`config.mk`:
```
export PLATFORM = sky130hd
export DESIGN_NAME = fsk_rx_ctrl
export DESIGN_NICKNAME = d
export VERILOG_FILES = /design/src/rtl/fsk_rx_ctrl.sv
export SDC_FILE = /design/constraint.sdc
export NUM_CORES = 1
export LEC_CHECK = 0
export ABC_AREA = 1
export BUFFER_PORTS_ARGS = -buffer_cell sky130_fd_sc_hd__buf_2
export CAP_MARGIN = 20
export CORE_MARGIN = 5
export CORE_UTILIZATION = 45
export DETAILED_ROUTE_END_ITERATION = 12
export GPL_TIMING_DRIVEN = 0
export PLACE_DENSITY = 0.68
export REMOVE_ABC_BUFFERS = 1
export SLEW_MARGIN = 30
export SYNTH_ARGS = -nofsm -noshare
export SYNTH_HDL_FRONTEND = slang
export SYNTH_SLANG_ARGS = --single-unit
```
`constraint.sdc`:
```
create_clock -name clk -period 2 [get_ports clk]
set_input_delay 0.2 -clock clk [delete_from_list [all_inputs] [get_ports clk]]
set_output_delay 0.2 -clock clk [all_outputs]
set_load 0.1 [all_outputs]
```
`src/rtl/fsk_rx_ctrl.sv`:
```
// FSK receive controller: hunts for a sync word on the demodulated bit
// stream, reads a length byte, then delivers payload bytes over a
// valid/ready handshake with sticky overflow on byte loss.
module fsk_rx_ctrl #(
    parameter logic [7:0] SYNC_WORD = 8'hA7,
    parameter int         HUNT_MAX  = 256
) (
    input  logic       clk,
    input  logic       rst,
    input  logic       start,
    input  logic       abort,
    input  logic       bit_in,
    input  logic       bit_valid,
    output logic       demod_en,
    output logic [7:0] byte_out,
    output logic       byte_valid,
    input  logic       byte_ready,
    output logic       busy,
    output logic       done,
    output logic       timeout,
    output logic       overflow
);

    localparam logic [8:0] HUNT_LIMIT = 9'(HUNT_MAX);

    typedef enum logic [2:0] {
        S_IDLE,
        S_HUNT,
        S_LEN,
        S_PAYLOAD,
        S_DONE
    } state_t;

    state_t     state_q, state_d;
    logic [7:0] sync_q, sync_d;
    logic [8:0] hunt_q, hunt_d;
    logic [2:0] bit_cnt_q, bit_cnt_d;
    logic [7:0] shift_q, shift_d;
    logic [7:0] remain_q, remain_d;
    logic [7:0] byte_out_q, byte_out_d;
    logic       byte_valid_q, byte_valid_d;
    logic       overflow_q, overflow_d;
    logic       timeout_q, timeout_d;

    // Candidate values after accepting the current bit.
    logic [7:0] sync_shifted;
    logic [7:0] data_shifted;
    logic [8:0] hunt_inc;
    assign sync_shifted = {sync_q[6:0], bit_in};
    assign data_shifted = {shift_q[6:0], bit_in};
    assign hunt_inc     = hunt_q + 9'd1;

    // State and datapath registers with synchronous active-low reset.
    always_ff @(posedge clk) begin
        if (!rst) begin
            state_q      <= S_IDLE;
            sync_q       <= 8'h00;
            hunt_q       <= 9'd0;
            bit_cnt_q    <= 3'd0;
            shift_q      <= 8'h00;
            remain_q     <= 8'h00;
            byte_out_q   <= 8'h00;
            byte_valid_q <= 1'b0;
            overflow_q   <= 1'b0;
            timeout_q    <= 1'b0;
        end else begin
            state_q      <= state_d;
            sync_q       <= sync_d;
            hunt_q       <= hunt_d;
            bit_cnt_q    <= bit_cnt_d;
            shift_q      <= shift_d;
            remain_q     <= remain_d;
            byte_out_q   <= byte_out_d;
            byte_valid_q <= byte_valid_d;
            overflow_q   <= overflow_d;
            timeout_q    <= timeout_d;
        end
    end

    // Next-state, bit collection and byte handshake logic.
    always_comb begin
        state_d      = state_q;
        sync_d       = sync_q;
        hunt_d       = hunt_q;
        bit_cnt_d    = bit_cnt_q;
        shift_d      = shift_q;
        remain_d     = remain_q;
        byte_out_d   = byte_out_q;
        // A pending byte drops once the consumer takes it.
        byte_valid_d = byte_valid_q & ~byte_ready;
        overflow_d   = overflow_q;
        timeout_d    = 1'b0;

        if (abort) begin
            // Abort beats everything, including a simultaneous start.
            state_d      = S_IDLE;
            byte_valid_d = 1'b0;
        end else begin
            case (state_q)
                S_IDLE: begin
                    if (start) begin
                        state_d    = S_HUNT;
                        sync_d     = 8'h00;
                        hunt_d     = 9'd0;
                        bit_cnt_d  = 3'd0;
                        shift_d    = 8'h00;
                        overflow_d = 1'b0;
                    end
                end
                S_HUNT: begin
                    if (bit_valid) begin
                        sync_d = sync_shifted;
                        hunt_d = hunt_inc;
                        // A match on the final strobe still wins over timeout.
                        if (sync_shifted == SYNC_WORD) begin
                            state_d   = S_LEN;
                            bit_cnt_d = 3'd0;
                        end else if (hunt_inc == HUNT_LIMIT) begin
                            state_d   = S_IDLE;
                            timeout_d = 1'b1;
                        end
                    end
                end
                S_LEN: begin
                    if (bit_valid) begin
                        shift_d   = data_shifted;
                        bit_cnt_d = bit_cnt_q + 3'd1;
                        if (bit_cnt_q == 3'd7) begin
                            remain_d = data_shifted;
                            state_d  = (data_shifted != 8'h00) ? S_PAYLOAD : S_DONE;
                        end
                    end
                end
                S_PAYLOAD: begin
                    if (bit_valid) begin
                        shift_d   = data_shifted;
                        bit_cnt_d = bit_cnt_q + 3'd1;
                        if (bit_cnt_q == 3'd7) begin
                            // Output slot is free if empty or being drained now.
                            if (!byte_valid_q || byte_ready) begin
                                byte_out_d   = data_shifted;
                                byte_valid_d = 1'b1;
                            end else begin
                                overflow_d = 1'b1;
                            end
                            remain_d = remain_q - 8'd1;
                            if (remain_q == 8'd1) begin
                                state_d = S_DONE;
                            end
                        end
                    end
                end
                S_DONE: begin
                    state_d = S_IDLE;
                end
                default: begin
                    state_d = S_IDLE;
                end
            endcase
        end
    end

    assign demod_en   = (state_q == S_HUNT) || (state_q == S_LEN) || (state_q == S_PAYLOAD);
    assign busy       = (state_q != S_IDLE);
    assign done       = (state_q == S_DONE);
    assign timeout    = timeout_q;
    assign overflow   = overflow_q;
    assign byte_out   = byte_out_q;
    assign byte_valid = byte_valid_q;

endmodule

```
==> impl_metrics.py <==
metrics = {
    "clock_network": {
        "clock-root-buffer": "clkbuf_8",
        "cts-htree-levels": 2,
        "cts_tree": "built",
        "cts_hold_buf": 0,
        "cts_buffers": 5,
        "clk_path_buf_depth": 2,
        "clock_latency_ps": 310,
        "numClockSinks": 48,
        "clk_pin_slew_worst_paths_ps": 90,
    },
    "floorplanning": {
        "die_h_um": 83.5,
        "start_util_pct": 47.0,
        "dieArea_um2": 6970,
        "rows": 26,
        "io_pins": 21,
        "core-area_um2": 5170,
        "die_x_um": 83.5,
    },
    "synthesis": {
        "synthCells": 347,
        "synthDistinctLibCells": 31,
        "yosysTopAreaCellShare_pct": 39.5,
        "mappedNetlistArea_um2": 2430,
        "ys_warn_count": 0,
        "yosys.area.top_type": "dfxtp_1",
        "avgSynthCellArea_um2": 7.00,
        "ys_ff_latch": 48,
        "synthTopCellsByArea": "dfxtp_1 40%, nand2_1 11%, a21oi_1 9.3%",
        "ys_seq_area_share_pct": 39.5,
    },
    "power": {
        "p_sw_w": 0.000608,
        "total_power_w": 0.00205,
        "leakage_nw": 1.09,
        "internal_power_w": 0.00145,
        "pwr-share-comb_pct": 15.1,
        "ir_drop_mv": 0.323,
        "switching_share_pct": 29.6,
        "p_clk_share_pct": 35.3,
        "pwr-share-seq_pct": 49.5,
        "cellPowerDensity_nw_per_um2": 756,
    },
    "setup_path": {
        "critPathMostFrequentCell": "inv_1",
        "cp.arrival_ps": 1650,
        "crit_path_top_delay_cell": "buf_2",
        "crit_type": "flip-flop to primary output",
        "crit_buf_inv": 3,
        "cpPeakStageDelay_ps": 450,
        "path_cells": "inv_1, nand2_1, nor2_1, inv_1, buf_2",
        "rrSetupSlack_ps": 170,
        "cp.required_ps": 1800,
        "critPathTopFamily": "buffers and inverters",
        "start_kind": "flip-flop",
        "worst-path-max-fanout": 4,
        "cp-end-kind": "primary output",
    },
    "timing": {
        "slew_headroom_pct": 61.1,
        "drv_slew": 0,
        "hold_violations": 0,
        "whs_ps": 189,
        "fin_skew_ps": 8.13,
        "setup_tns_ps": 0,
        "setup_ws_ps": 154,
        "tightest_slew_ps": 583,
        "max_freq_mhz": 542,
        "finalSetupViolCount": 0,
        "fin_crit_sh_pct": 92.3,
        "finalCriticalPeriod_ps": 1850,
        "rsz0062_at_grt": "yes",
    },
    "final_layout": {
        "final_common_cell": "nand2_1",
        "final_util_pct": 52.6,
        "antenna_cells": 0,
        "nNetsFinal": 380,
        "final_layout_size_suffix_gt1_share_pct": 13.9,
        "syn_to_final_growth_pct": 11.9,
        "final_cell_mix": "69 x nand2_1, 48 x dfxtp_1, 46 x inv_1",
    },
    "run_status": {
        "status": "completed",
    },
    "global_routing": {
        "grt_max_degree": 32,
        "grt_pass1_wl_um": 9250,
        "antenna_found_initial": 0,
        "grt_pass1_vias": 2026,
        "grt-ovfl-total": 0,
        "track_usage_pct": 15.6,
    },
    "flow_run": {
        "drv_cap": 0,
    },
    "placed_design": {
        "gp_congestion": 0.827,
        "post-place-ws_ps": -155,
        "place_hpwl_um": 3780,
        "portBuffers": 20,
    },
    "detailed_routing": {
        "via_per_inst": 5.00,
        "routed_wl_um": 5240,
        "post_drt_wl_per_cell_um": 12.0,
        "via_count": 2190,
        "drtAntennaViolNets": 0,
        "detail_route.first_pass.iterations": 4,
        "drtIter0Drc": 145,
        "post-route-drc-count": 0,
    },
    "worst_hold_path": {
        "hold_class": "primary input to flip-flop",
    },
}
==> state kept, by name, indices dropped and copies added (netlist names) <==
name and count:
bit_cnt_q 3, byte_valid 1, state_q 3, sync_q 7, byte_out 8, hunt_q 9
shift_q 7, remain_q 8, timeout 1, overflow 1
==> repair_timing <==
item | CTS | global route
setup endpoints to repair | 16 | 27
gates resized for setup | 0 | 4
setup buffers | 1 | 1
pin swaps | 1 | 1
==> power groups by stage <==
stage	clock, W	combinational [W]	sequential (W)
floorplan	0	0.000235	0.00103
global placement	0	0.000297	0.00104
detailed placement	0	0.000304	0.00104
CTS	0.000746	0.000307	0.00102
global route	0.000786	0.000349	0.00102
finish	0.000726	0.000311	0.00102
==> stage by stage <==
step,instance area [um^2],cells
final,2720,438
after global routing,2720,438
after CTS,2690,437
after detailed placement,2570,428
after global placement,2570,428
after floorplan,2380,338
==> cells in the mapped netlist, drive strengths merged <==
cell / count
nand4: 3
a22oi: 3
xor2: 3
or2: 1
o2111ai: 1
a21oi: 45
a221oi: 1
xnor2: 1
buf: 3
nand2: 71
o31ai: 1
o211ai: 1
nor3: 7
o21ai: 28
nor2: 37
nand3: 18
inv: 53
ha: 6
clkbuf: 6
o21a: 1
dfxtp: 48
a211oi: 9
==> final timing paths <==
kind              depth (start not counted)     endpoint        start
setup / recovery                          5         busy   state_q[1]
hold / removal                            3      timeout    bit_valid
setup reg to reg                          8    hunt_q[2]   state_q[0]
hold reg to reg                           2  byte_out[0]  byte_out[0]
==> layer usage <==
metal	routed length, um	share of wire [%]	global-route usage (%)	vias to the layer above
li1	-	-	-	1175
met1	2630	50	21.0	978
met2	2320	44	24.3	31
met3	229	4.4	3.55	6
met4	66	1.3	5.99	0
met5	0	0	0	-
==> tightest hold or removal path: cells and delay by family <==
family | cells | cell delay, ps
buffers and inverters | 1 | 120
AND/OR/NAND/NOR | 2 | 130
==> final cells by class <==
cell class                      count  area, um^2
Fill cell                         537        2450
Multi-Input combinational cell    237        1240
Sequential cell                    48         961
Inverter                           53         199
Timing Repair Buffer               22         115
Tap cell                           70        87.6
Clock buffer                        5        68.8
Clock inverter                      3        46.3
==> cells by family (layout without fill, tap and decap cells) <==
kind of cell | after synthesis | count (layout) | share of synthesized area, %
compound gates | 90 | 90 | 20.6
xor+xnor | 4 | 4 | 1.44
fa+ha+maj | 6 | 6 | 3.09
buf+inv | 62 | 83 | 10.2
flops | 48 | 48 | 39.5
simple gates | 137 | 137 | 25.1
Power figures use the tool's default switching activity.
